**src/rtl/abr_prim_diff_decode_pkg.sv**
```systemverilog
// Shared types and constants for the multi-channel differential-pair decoder.
package abr_prim_diff_decode_pkg;

    typedef enum logic [1:0] {DdStd, DdSkew, DdSigint} abr_dd_state_e;

    localparam int unsigned SkewCntW = 3;

endpackage

```
**src/rtl/abr_prim_diff_decode_chan.sv**
```systemverilog
// One differential pair: optional resync, skew-tolerant decode FSM, level register,
// sticky signal-integrity flag and saturating episode counter.
module abr_prim_diff_decode_chan
    import abr_prim_diff_decode_pkg::*;
#(
    parameter bit          AsyncOn = 1'b1,
    parameter int unsigned MaxSkew = 1,
    parameter int unsigned CntW    = 8
) (
    input  logic            clk_i,
    input  logic            rst_b,
    input  logic            diff_pi,
    input  logic            diff_ni,
    input  logic            clr_i,
    output logic            level_o,
    output logic            rise_o,
    output logic            fall_o,
    output logic            sigint_o,
    output logic            sigint_sticky_o,
    output logic [CntW-1:0] sigint_cnt_o
);

    logic            pd, nd, pq_q, ok;
    logic            rise_raw, fall_raw, sigint_raw, level_raw;
    logic            level_q, level_d;
    logic            sigint_q, sticky_q, sticky_d, episode_start;
    logic [CntW-1:0] cnt_q, cnt_d;

    assign ok = pd ^ nd;

    generate
        if (AsyncOn) begin : gen_async
            localparam logic [SkewCntW-1:0] MaxSkewC = SkewCntW'(MaxSkew);

            logic                nq_q, ep, en;
            logic [SkewCntW-1:0] skc_q, skc_d;
            abr_dd_state_e       state_q, state_d;

            abr_prim_flop_2sync #(
                .Width      (2),
                .ResetValue (2'b01)
            ) u_sync (
                .clk_i (clk_i),
                .rst_b (rst_b),
                .d_i   ({diff_pi, diff_ni}),
                .q_o   ({pd, nd})
            );

            assign ep = pd ^ pq_q;
            assign en = nd ^ nq_q;

            always_ff @(posedge clk_i or negedge rst_b) begin
                if (!rst_b) begin
                    nq_q    <= 1'b1;
                    skc_q   <= '0;
                    state_q <= DdStd;
                end else begin
                    nq_q    <= nd;
                    skc_q   <= skc_d;
                    state_q <= state_d;
                end
            end

            // A lone wire transition starts a skew window; the partner must follow
            // within MaxSkew cycles or the pair is flagged.
            always_comb begin
                state_d    = state_q;
                skc_d      = skc_q;
                level_d    = level_q;
                rise_raw   = 1'b0;
                fall_raw   = 1'b0;
                sigint_raw = 1'b0;
                unique case (state_q)
                    DdStd: begin
                        if (ok) begin
                            level_d = pd;
                            if (ep && en) begin
                                rise_raw = pd;
                                fall_raw = ~pd;
                            end
                        end else if (ep || en) begin
                            state_d = DdSkew;
                            skc_d   = SkewCntW'(1);
                        end else begin
                            state_d    = DdSigint;
                            sigint_raw = 1'b1;
                        end
                    end
                    DdSkew: begin
                        if (ok) begin
                            state_d  = DdStd;
                            level_d  = pd;
                            rise_raw = pd;
                            fall_raw = ~pd;
                        end else if (skc_q < MaxSkewC) begin
                            skc_d = skc_q + SkewCntW'(1);
                        end else begin
                            state_d    = DdSigint;
                            sigint_raw = 1'b1;
                        end
                    end
                    DdSigint: begin
                        if (ok) begin
                            state_d = DdStd;
                        end else begin
                            sigint_raw = 1'b1;
                        end
                    end
                    default: state_d = DdStd;
                endcase
            end

            assign level_raw = level_q;
        end else begin : gen_sync
            assign pd = diff_pi;
            assign nd = diff_ni;

            always_comb begin
                sigint_raw = ~ok;
                level_raw  = sigint_raw ? level_q : pd;
                rise_raw   = ~pq_q & pd & ok;
                fall_raw   = pq_q & ~pd & ok;
                level_d    = level_raw;
            end
        end
    endgenerate

    // Outputs are forced low while reset is held, even where they are combinational.
    assign level_o  = rst_b & level_raw;
    assign rise_o   = rst_b & rise_raw;
    assign fall_o   = rst_b & fall_raw;
    assign sigint_o = rst_b & sigint_raw;

    assign episode_start = sigint_o & ~sigint_q;
    assign sticky_d      = sigint_o | (sticky_q & ~clr_i);

    always_comb begin
        cnt_d = cnt_q;
        if (clr_i) begin
            cnt_d = episode_start ? CntW'(1) : '0;
        end else if (episode_start && (cnt_q != {CntW{1'b1}})) begin
            cnt_d = cnt_q + CntW'(1);
        end
    end

    always_ff @(posedge clk_i or negedge rst_b) begin
        if (!rst_b) begin
            pq_q     <= 1'b0;
            level_q  <= 1'b0;
            sigint_q <= 1'b0;
            sticky_q <= 1'b0;
            cnt_q    <= '0;
        end else begin
            pq_q     <= pd;
            level_q  <= level_d;
            sigint_q <= sigint_o;
            sticky_q <= sticky_d;
            cnt_q    <= cnt_d;
        end
    end

    assign sigint_sticky_o = sticky_q;
    assign sigint_cnt_o    = cnt_q;

endmodule

```
**src/rtl/abr_prim_flop_2sync.sv**
```systemverilog
// Two-stage synchroniser bringing asynchronous wires into the clk_i domain.
module abr_prim_flop_2sync #(
    parameter int unsigned       Width      = 1,
    parameter logic [Width-1:0]  ResetValue = '0
) (
    input  logic             clk_i,
    input  logic             rst_b,
    input  logic [Width-1:0] d_i,
    output logic [Width-1:0] q_o
);

    logic [Width-1:0] stage1_q, stage2_q;

    always_ff @(posedge clk_i or negedge rst_b) begin
        if (!rst_b) begin
            stage1_q <= ResetValue;
            stage2_q <= ResetValue;
        end else begin
            stage1_q <= d_i;
            stage2_q <= stage1_q;
        end
    end

    assign q_o = stage2_q;

endmodule

```
**src/rtl/abr_prim_diff_decode_mc.sv**
```systemverilog
// Multi-channel differential-pair decoder: NumChan independent channel decoders
// plus a combined signal-integrity indication.
module abr_prim_diff_decode_mc
    import abr_prim_diff_decode_pkg::*;
#(
    parameter int unsigned NumChan = 4,
    parameter bit          AsyncOn = 1'b1,
    parameter int unsigned MaxSkew = 1,
    parameter int unsigned CntW    = 8
) (
    input  logic                    clk_i,
    input  logic                    rst_b,
    input  logic [NumChan-1:0]      diff_pi,
    input  logic [NumChan-1:0]      diff_ni,
    input  logic                    clr_i,
    output logic [NumChan-1:0]      level_o,
    output logic [NumChan-1:0]      rise_o,
    output logic [NumChan-1:0]      fall_o,
    output logic [NumChan-1:0]      event_o,
    output logic [NumChan-1:0]      sigint_o,
    output logic                    sigint_any_o,
    output logic [NumChan-1:0]      sigint_sticky_o,
    output logic [NumChan*CntW-1:0] sigint_cnt_o
);

    for (genvar i = 0; i < NumChan; i++) begin : gen_chan
        abr_prim_diff_decode_chan #(
            .AsyncOn (AsyncOn),
            .MaxSkew (MaxSkew),
            .CntW    (CntW)
        ) u_chan (
            .clk_i           (clk_i),
            .rst_b           (rst_b),
            .diff_pi         (diff_pi[i]),
            .diff_ni         (diff_ni[i]),
            .clr_i           (clr_i),
            .level_o         (level_o[i]),
            .rise_o          (rise_o[i]),
            .fall_o          (fall_o[i]),
            .sigint_o        (sigint_o[i]),
            .sigint_sticky_o (sigint_sticky_o[i]),
            .sigint_cnt_o    (sigint_cnt_o[i*CntW +: CntW])
        );
    end

    assign event_o      = rise_o | fall_o;
    assign sigint_any_o = |sigint_o;

endmodule

```
**config.mk**
```make
export PLATFORM = sky130hd
export DESIGN_NAME = abr_prim_diff_decode_mc
export DESIGN_NICKNAME = d
export VERILOG_FILES = /design/src/rtl/abr_prim_diff_decode_pkg.sv /design/src/rtl/abr_prim_diff_decode_chan.sv /design/src/rtl/abr_prim_flop_2sync.sv /design/src/rtl/abr_prim_diff_decode_mc.sv
export SDC_FILE = /design/constraint.sdc
export NUM_CORES = 1
export LEC_CHECK = 0
export ABC_AREA = 0
export BUFFER_PORTS_ARGS = -buffer_cell sky130_fd_sc_hd__buf_4
export CORE_AREA = 2 2 103 105
export CTS_CLUSTER_SIZE = 28
export DETAILED_ROUTE_END_ITERATION = 10
export DIE_AREA = 0 0 105 107
export GPL_TIMING_DRIVEN = 0
export PLACE_DENSITY = 0.67
export SLEW_MARGIN = 15
export SYNTH_ARGS = -nofsm -noshare
export SYNTH_HDL_FRONTEND = slang
export SYNTH_SLANG_ARGS = --single-unit
```
**constraint.sdc**
```tcl
create_clock -name clk_i -period 2.34 [get_ports clk_i]
set_input_delay 0.585 -clock clk_i [delete_from_list [all_inputs] [get_ports clk_i]]
set_output_delay 0.585 -clock clk_i [all_outputs]
set_load 0.02 [all_outputs]
```
==> results of run 1 <==
==> layout make-up <==
type,instances,area (µm²)
Sequential cell,88,2220
Multi-Input combinational cell,305,2060
Clock inverter,3,17.5
Tap cell,136,170
Fill cell,864,4120
Clock buffer,13,159
Timing Repair Buffer,112,991
Inverter,27,113
Buffer,32,243
==> through the flow <==
stage | total power, µW | cell area, µm² | utilization [%] | worst slack [ns] | TNS [ns]
finish | 4060 | 5970 | 59.2 | -0.389 | -1.11
global route | 4290 | 5970 | 59.2 | -0.438 | -1.65
CTS | 3930 | 5660 | 56.1 | -0.262 | -1.08
detailed placement | 2800 | 5090 | 50.4 | -1.17 | -43.00
global placement | 2760 | 5090 | 50.4 | -1.19 | -42.53
floorplan | 2480 | 4420 | - | 0.0589 | 0
==> flip-flops by register name, summed over array words and instances (netlist names) <==
name                                       count
gen_chan.u_chan.gen_async.nq_q                 4
gen_chan.u_chan.gen_async.skc_q               12
gen_chan.u_chan.gen_async.state_q              8
gen_chan.u_chan.gen_async.u_sync.q_o           8
gen_chan.u_chan.gen_async.u_sync.stage1_q      8
gen_chan.u_chan.level_q                        4
gen_chan.u_chan.pq_q                           4
gen_chan.u_chan.sigint_cnt_o                  32
gen_chan.u_chan.sigint_q                       4
gen_chan.u_chan.sigint_sticky_o                4
==> path summary, 6_finish.rpt <==
path                                                                              to  depth (start not counted)  slack (ns)
min                              gen_chan[0].u_chan.gen_async.state_q[0]$_DFFE_PN0P_                          1        0.05
min reg2reg                     gen_chan[3].u_chan.gen_async.u_sync.q_o[1]$_DFF_PN0_                          0        0.35
max reg2reg                      gen_chan[3].u_chan.gen_async.state_q[1]$_DFFE_PN0P_                         16       -0.09
max                                                                     sigint_any_o                          7       -0.39
max in group asynchronous                     gen_chan[2].u_chan.level_q$_DFFE_PN0P_                          1        1.92
min in group clk_i         gen_chan[0].u_chan.gen_async.u_sync.stage1_q[0]$_DFF_PN1_                          1        0.33
==> cell families (layout without fill, tap and decap cells) <==
logic type	Yosys count	after routing	share of synthesized area (%)
and+or+nand+nor	171	171	20.2
AOI/OAI and AO/OA	106	106	15.1
DFF	88	88	50.2
buffers and inverters	67	187	7.96
xor gates and xnor gates	12	12	2.38
adders and majority gates	8	8	2.27
muxes	8	8	1.90
==> what timing repair did <==
action / 4_1_cts / 5_1_grt
pin swaps: 16 / 18
gates resized for setup: 46 / 46
hold endpoints to repair: 0 / 0
cloned: 1 / 1
setup endpoints to repair: 53 / 19
buffers inserted: 27 / 17
==> power by group <==
part	internal, µW	total [µW]	leakage [µW]	switching [µW]
registers	1700	1870	0.00111	171
logic	615	1240	0.00149	621
clock network	442	957	0.0000894	515
==> critical path: stages (launching register included) <==
cell     delay [ns]
dfstp_2        0.54
buf_6          0.13
xor2_4         0.07
o21ai_2        0.21
nand3_2        0.14
or3_4          0.41
nand4_1        0.14
buf_6          0.14
==> cells in the mapped netlist, drive strengths merged, types with 7 or more instances <==
cell    number
dfrtp       76
nand2       40
a21oi       37
o21ai       32
nor2        31
buf         29
inv         26
nor3        19
nand3       16
or3         13
dfstp       12
clkbuf      11
o31ai        9
and2         8
ha           8
or4          8
xnor2        7
==> cells in the final DEF, fill, tap and decap left out, types with 4 or more instances in the layout <==
cell type and instances:
inv_1 21, a21oi_1 33, buf_6 26, nor2_1 29, nand3_1 14, dfstp_2 12
clkbuf_8 13, or3_1 12, o31ai_1 9, buf_4 101, ha_1 8, clkbuf_1 8
and2_1 7, nor3_1 17, or4_1 8, nand2_1 40, mux2i_1 5, nand2b_1 4
dfrtp_1 75, nand4_1 6, o21ai_0 27, a21oi_2 4
==> routing by layer <==
metal  share of wire [%]  vias up  GRT usage (%)
li1                    -     1838              -
met5                   0        -              0
met3                 4.0       16           3.10
met4                 1.5        0           6.00
met1                  44     1895           24.0
met2                  51       79           31.8
==> reports/qor.csv, run 1 <==
stage,metric,value,unit
yosys,synth_warnings,0,
cts,clock-root-buffer,clkbuf_8,
placed_design,place_congestion,0.854,
floorplanning,initial_core_util,43.8,%
cts,clock_latency,0.36,ns
yosys,postSynth.asyncResetShare,100,%
yosys,synth_fp_nets,479,
yosys,syn_avg_cell_area,9.60,µm²
grt,grtUsageTotal,18.5,%
critical_path,critPathKind,reg2out,
sta,finalMaxSlewViolations,0,
detailed_routing,antenna_left,0,
placed_design,post-dp-hpwl,6440,µm
floorplanning,core,10100,µm²
yosys,synth_area_leader_cell,dfrtp_1,
yosys,synth_edf_count,0,
sta,final.period_utilization,117,%
outcome,outcome,finished with violations,
critical_path,critPathRequiredTime,1.75,ns
pwr,power_density,680,nW/µm²
grt,grt_overflow,0,
yosys,synth_area,4420,µm²
final_layout,area_delta_synth_final,35.2,%
cts,cts.clk_slew.worst_paths,0.08,ns
sta,finalHoldViolations,0,
critical_path,critPathLaunch,gen_chan[3].u_chan.gen_async.u_sync.q_o[0]$_DFF_PN1_,
critical_path,critPathCaptureType,output port,
floorplanning,io_pins,68,
detailed_routing,firstDrtPassIters,5,
yosys,synth.distinct_cells,58,
grt,grt_pass1_wl,16800,µm
detailed_routing,wl_per_cell,15.1,µm
sta,fin_worst_skew,0.0174,ns
final_layout,final_cells,716,
yosys,synthTopCellsByArea,"dfrtp_1 (43%), dfstp_2 (7.1%), a21oi_1 (4.2%)",
pwr,power.leakage,0.00268,µW
outcome,violations,negative setup slack,
placed_design,io_buffers,67,
floorplanning,row_count,37,
cts,numCtsBuffers,9,
detailed_routing,vias,3828,
run,drv_cap,0,
final_layout,diodes,0,
cts,hold_buffers,0,
yosys,synth-main-ff-cell,dfrtp_1,
floorplanning,dieArea,11200,µm²
grt,first_global_vias,3583,
sta,period_needed,2.73,ns
placed_design,numPlacedInstances,663,
critical_path,cp-start-kind,register,
floorplanning,die_h,107,µm
critical_path,cp_max_fo,3,
yosys,ys_ff_latch,88,
sta,setup_violations,7,
critical_path,r2r_start,gen_chan[3].u_chan.gen_async.u_sync.q_o[0]$_DFF_PN1_,
yosys,syn_inst,460,
cts,cts_tree,done,
grt,grt_max_degree,47,
sta,slew_headroom,59.5,%
detailed_routing,post_drt_via_cell_ratio,5.35,
sta,fin_ws,-0.389,ns
yosys,synth_top_area_share,43.0,%
pwr,ir_drop,0.342,mV
yosys,seq_area_frac_synth,50.2,%
sta,rsz0062_at_grt,yes,
detailed_routing,first_iter_violations,166,
cts,cts-root-to-sink-buffers,2,
sta,fmax,366,MHz
cts,htree_levels,3,
worst_hold_path,hp-class,in2async,
detailed_routing,drc,0,
detailed_routing,drt-total-wl,10800,µm
final_layout,drive_above_1_share,36.7,%
grt,antenna_found_initial,0,
sta,whs,0.0497,ns
floorplanning,fp.dieW,105,µm
critical_path,arrival,2.14,ns
sta,worst_pin_slew,0.608,ns
cts,cts_sinks,88,
final_layout,num-nets-final,594,
(Power assumes the default switching activity.)
==> inputs of run 2 (changes only) <==
- HOLD_SLACK_MARGIN: not set -> 0.1
==> reports/qor.csv, run 2 (same netlist as run 1, synthesis figures left out) <==
stage,metric,value,unit
detailed_routing,first_iter_violations,166,
detailed_routing,wl_per_cell,15.4,µm
pwr,ir_drop,0.342,mV
placed_design,post-dp-hpwl,6440,µm
floorplanning,fp.dieW,105,µm
sta,fin_worst_skew,0.0153,ns
cts,numCtsBuffers,9,
floorplanning,io_pins,68,
final_layout,final_core_util,59.4,%
critical_path,critPathCaptureType,output port,
sta,period_needed,2.71,ns
floorplanning,initial_core_util,43.8,%
cts,cts-root-to-sink-buffers,2,
cts,cts_tree,done,
critical_path,critPathRequiredTime,1.75,ns
cts,cts.clk_slew.worst_paths,0.09,ns
critical_path,critPathKind,reg2out,
sta,finalSetupTns,-1.04,ns
final_layout,layout_common_cells,"buf_4 (101), dfrtp_1 (75), nand2_1 (40)",
placed_design,place_area,5090,µm²
final_layout,stdcell_area,5990,µm²
cts,clock-root-buffer,clkbuf_8,
pwr,power.leakage,0.00269,µW
sta,rsz0062_at_grt,yes,
grt,grt_max_degree,47,
floorplanning,die_h,107,µm
floorplanning,dieArea,11200,µm²
floorplanning,core,10100,µm²
sta,finalHoldViolations,0,
pwr,switching_share,32.2,%
cts,cts_sinks,88,
critical_path,cp_max_fo,3,
cts,clock_latency,0.35,ns
outcome,outcome,finished with violations,
final_layout,fill_cells,864,
critical_path,cp-start-kind,register,
detailed_routing,antenna_left,0,
final_layout,diodes,0,
sta,fin_ws,-0.371,ns
outcome,violations,negative setup slack,
sta,final.period_utilization,116,%
grt,grt_overflow,0,
pwr,pwr-share-comb,30.6,%
detailed_routing,post_drt_via_cell_ratio,5.33,
sta,fmax,369,MHz
pwr,power_density,678,nW/µm²
placed_design,place_congestion,0.854,
sta,worst_pin_slew,0.586,ns
sta,finalMaxSlewViolations,0,
final_layout,multi_input_area,2060,µm²
grt,antenna_found_initial,0,
critical_path,slowest_delay,0.54,ns
final_layout,area_delta_synth_final,35.7,%
placed_design,place_ws,-1.17,ns
worst_hold_path,hp-class,in2async,
detailed_routing,drt-total-wl,11100,µm
final_layout,num-nets-final,596,
final_layout,largest_reg_flops,32,
pwr,clkPwrFrac,23.4,%
critical_path,slowest_stage,dfstp_2,
placed_design,io_buffers,67,
pwr,power.switching,1310,µW
floorplanning,row_count,37,
grt,first_global_vias,3570,
critical_path,path_cells,"buf_6, xor2_4, o21ai_2, nand3_2, or3_4, nand4_1, buf_6",
cts,htree_levels,3,
final_layout,seq_area,2220,µm²
final_layout,final_common_cell,buf_4,
run,drv_cap,0,
grt,grtUsageTotal,18.5,%
detailed_routing,vias,3826,
detailed_routing,drc,0,
pwr,sequentialPowerShare,46.0,%
critical_path,arrival,2.13,ns
critical_path,cp_common_cell,buf_6,
sta,setup_violations,7,
pwr,p_int,2760,µW
grt,grt_pass1_wl,16800,µm
detailed_routing,firstDrtPassIters,4,
final_layout,drive_above_1_share,36.6,%
sta,slew_headroom,60.8,%
run 2: cell count changes in the layout (fill, tap and decap cells not counted), sizes merged:
cell         change
dlygate4sd3      +2
run 2: per-layer routing:
| layer | up-vias | GRT usage (%) | share of wire (%) |
|---|---|---|---|
| met2 | 92 | 31.6 | 50 |
| met5 | - | 0 | 0 |
| met1 | 1879 | 24.1 | 44 |
| met3 | 16 | 3.10 | 4.2 |
| li1 | 1839 | - | - |
| met4 | 0 | 6.00 | 1.6 |
run 2: timing repair:
action,4_1_cts,5_1_grt
endpoints found under the setup margin,53,19
cloned,1,1
resized for setup,46,46
buffers inserted,27,17
pin swaps,16,18
endpoints found under the hold margin,31,31
run 2: worst paths after layout:
kind,from,slack [ns],depth (start not counted),end
hold / removal,rst_b,0.22,1,gen_chan[1].u_chan.sigint_cnt_o[7]$_DFFE_PN0P_
hold reg to reg,gen_chan[3].u_chan.gen_async.u_sync.stage1_q[1]$_DFF_PN0_,0.35,0,gen_chan[3].u_chan.gen_async.u_sync.q_o[1]$_DFF_PN0_
setup / recovery,gen_chan[3].u_chan.gen_async.u_sync.q_o[0]$_DFF_PN1_,-0.37,7,sigint_any_o
max in group asynchronous,rst_b,1.16,2,gen_chan[0].u_chan.gen_async.state_q[0]$_DFFE_PN0P_
min in group clk_i,diff_ni[0],0.33,1,gen_chan[0].u_chan.gen_async.u_sync.stage1_q[0]$_DFF_PN1_
setup reg to reg,gen_chan[3].u_chan.gen_async.u_sync.q_o[0]$_DFF_PN1_,-0.08,16,gen_chan[3].u_chan.gen_async.state_q[1]$_DFFE_PN0P_
run 2: final cells by class:
cell class,count,area share (%)
flip-flops and latches,88,37.0
multi-input cells,305,34.4
inverters,27,1.88
repair buffers,114,16.9
well taps,136,2.84
clock inverters,3,0.292
clock buffers,13,2.65
plain buffers,32,4.05
run 2: per-stage QoR:
stage | hold WS (ns) | power (µW) | std cells
final | 0.219 | 4060 | 718
after global routing | 0.208 | 4290 | 718
after CTS | 0.0851 | 3930 | 702
after detailed placement | 0.335 | 2800 | 663
after global placement | 0.334 | 2760 | 663
after floorplan | 0.289 | 2480 | 460
run 2: critical path: cells and delay by family, from the launching register on:
family	cells	cell delay, ns
compound gates	1	0.20
xor+xnor	1	0.07
buf+inv	2	0.27
flops	1	0.54
simple gates	3	0.69
run 2: power by group through the flow:
stage          clock network (µW)  registers, µW  logic, µW
6_report                      953           1870       1240
2_1_floorplan                   0           1870        609
4_1_cts                       979           1860       1090
3_5_place_dp                    0           1880        923
5_1_grt                      1040           1900       1350
3_3_place_gp                    0           1860        898
==> inputs of run 3 (changes only) <==
- CELL_PAD_IN_SITES_DETAIL_PLACEMENT: not set -> 0
- CELL_PAD_IN_SITES_GLOBAL_PLACEMENT: not set -> 2
- CORE_AREA: 2 2 103 105 -> 2 2 121 123
- DIE_AREA: 0 0 105 107 -> 0 0 123 125
- PLACE_DENSITY: 0.67 -> not set
- PLACE_DENSITY_LB_ADDON: not set -> 0.1
==> reports/qor.csv, run 3 (same netlist as run 1, synthesis figures left out) <==
stage,metric,value,unit
cts,cts-root-to-sink-buffers,2,
placed_design,io_buffers,67,
critical_path,r2r_start,gen_chan[2].u_chan.gen_async.u_sync.q_o[1]$_DFF_PN0_,
critical_path,arrival,2.02,ns
detailed_routing,antenna_left,0,
sta,finalHoldViolations,0,
sta,fin_worst_skew,0.00718,ns
critical_path,cp-start-kind,register,
pwr,power_density,740,nW/µm²
cts,cts_tree,done,
final_layout,largest_reg_flops,32,
final_layout,drive_above_1_share,33.2,%
detailed_routing,first_iter_violations,149,
run,drv_cap,0,
placed_design,post-dp-hpwl,7210,µm
final_layout,stdcell_area,5880,µm²
critical_path,cp_max_fo,4,
final_layout,final_core_util,41.4,%
critical_path,critPathRequiredTime,1.75,ns
critical_path,critPathLaunch,gen_chan[3].u_chan.gen_async.u_sync.q_o[0]$_DFF_PN1_,
placed_design,place_congestion,0.711,
final_layout,num-nets-final,569,
outcome,outcome,finished with violations,
sta,fmax,384,MHz
sta,setup_violations,5,
grt,grt_pass1_wl,18100,µm
grt,antenna_found_initial,0,
grt,first_global_vias,3525,
cts,numCtsBuffers,9,
detailed_routing,drc,0,
grt,grtUsageTotal,15.2,%
floorplanning,fp.dieW,123,µm
sta,final.period_utilization,111,%
grt,grt_overflow,0,
detailed_routing,post_drt_via_cell_ratio,4.96,
pwr,power.leakage,0.00258,µW
detailed_routing,firstDrtPassIters,4,
placed_design,place_area,5150,µm²
detailed_routing,vias,3662,
floorplanning,core,14200,µm²
sta,fin_ws,-0.261,ns
floorplanning,io_pins,68,
sta,slew_headroom,58.2,%
pwr,fin_total_pwr,4350,µW
cts,clock-root-buffer,clkbuf_16,
floorplanning,dieArea,15400,µm²
critical_path,critPathCaptureType,output port,
worst_hold_path,hp-class,in2async,
final_layout,final_common_cell,buf_4,
cts,clock_latency,0.35,ns
detailed_routing,drt-total-wl,11300,µm
outcome,violations,negative setup slack,
cts,cts.clk_slew.worst_paths,0.06,ns
floorplanning,die_h,125,µm
floorplanning,initial_core_util,31.1,%
cts,htree_levels,3,
detailed_routing,wl_per_cell,15.3,µm
final_layout,layout_common_cells,"buf_4 (86), dfrtp_1 (75), nand2_1 (39)",
critical_path,critPathKind,reg2out,
grt,grt_max_degree,47,
sta,finalMaxSlewViolations,0,
final_layout,diodes,0,
sta,worst_pin_slew,0.628,ns
sta,whs,0.230,ns
sta,period_needed,2.60,ns
floorplanning,row_count,44,
final_layout,area_delta_synth_final,33.2,%
pwr,ir_drop,0.280,mV
cts,cts_sinks,88,
sta,rsz0062_at_grt,yes,
==> run 3: what timing repair did <==
| action | CTS | global route |
|---|---|---|
| endpoints found under the setup margin | 45 | 24 |
| resized for setup | 44 | 27 |
| buffers inserted | 13 | 3 |
| hold endpoints to repair | 0 | 31 |
| pin swaps | 14 | 10 |
| cloned | 1 | 1 |
| hold buffers | 0 | 2 |
==> run 3: area by class of cell <==
cell class	instances	area (µm²)
Buffer	32	250
Clock buffer	10	229
Clock inverter	6	60.1
Fill cell	1422	8320
Inverter	27	106
Multi-Input combinational cell	305	2020
Sequential cell	88	2220
Tap cell	184	230
Timing Repair Buffer	87	771
==> run 3: worst max-delay path, stage by stage (launching register included) <==
cell     delay, ns
dfstp_2       0.54
buf_6         0.12
xor2_2        0.08
o21ai_2       0.16
nand3_2       0.10
or3_4         0.41
nand4_1       0.12
buf_4         0.16
==> run 3: final timing paths <==
| check | endpoint | slack, ns | depth (start not counted) |
|---|---|---|---|
| max | sigint_any_o | -0.26 | 7 |
| min | gen_chan[0].u_chan.gen_async.nq_q$_DFF_PN1_ | 0.23 | 1 |
| max reg2reg | gen_chan[2].u_chan.sigint_cnt_o[4]$_DFFE_PN0P_ | 0.12 | 8 |
| min reg2reg | gen_chan[3].u_chan.gen_async.u_sync.q_o[1]$_DFF_PN0_ | 0.35 | 0 |
| max in group asynchronous | gen_chan[2].u_chan.gen_async.u_sync.stage1_q[1]$_DFF_PN0_ | 1.21 | 2 |
| min in group clk_i | gen_chan[2].u_chan.gen_async.u_sync.stage1_q[0]$_DFF_PN1_ | 0.34 | 1 |
==> run 3: metrics by stage <==
step / worst slack, ns / instances / TNS (ns)
CTS: -0.299 / 736 / -0.967
global route: -0.354 / 739 / -1.26
detailed placement: -0.995 / 711 / -31.84
global placement: -1.36 / 711 / -51.80
finish: -0.261 / 739 / -0.800
floorplan: 0.0589 / 460 / 0
==> run 3: layer usage <==
layer	routed length, µm	global-route usage [%]	up-vias
li1	-	-	1785
met1	5460	20.9	1813
met2	5300	23.4	50
met3	386	3.01	14
met4	198	6.02	0
met5	0	0	-
==> run 3: power breakdown <==
| group | total [µW] | internal [µW] | switching (µW) |
|---|---|---|---|
| combinational | 1060 | 482 | 577 |
| sequential | 1860 | 1700 | 158 |
| clock | 1440 | 822 | 613 |
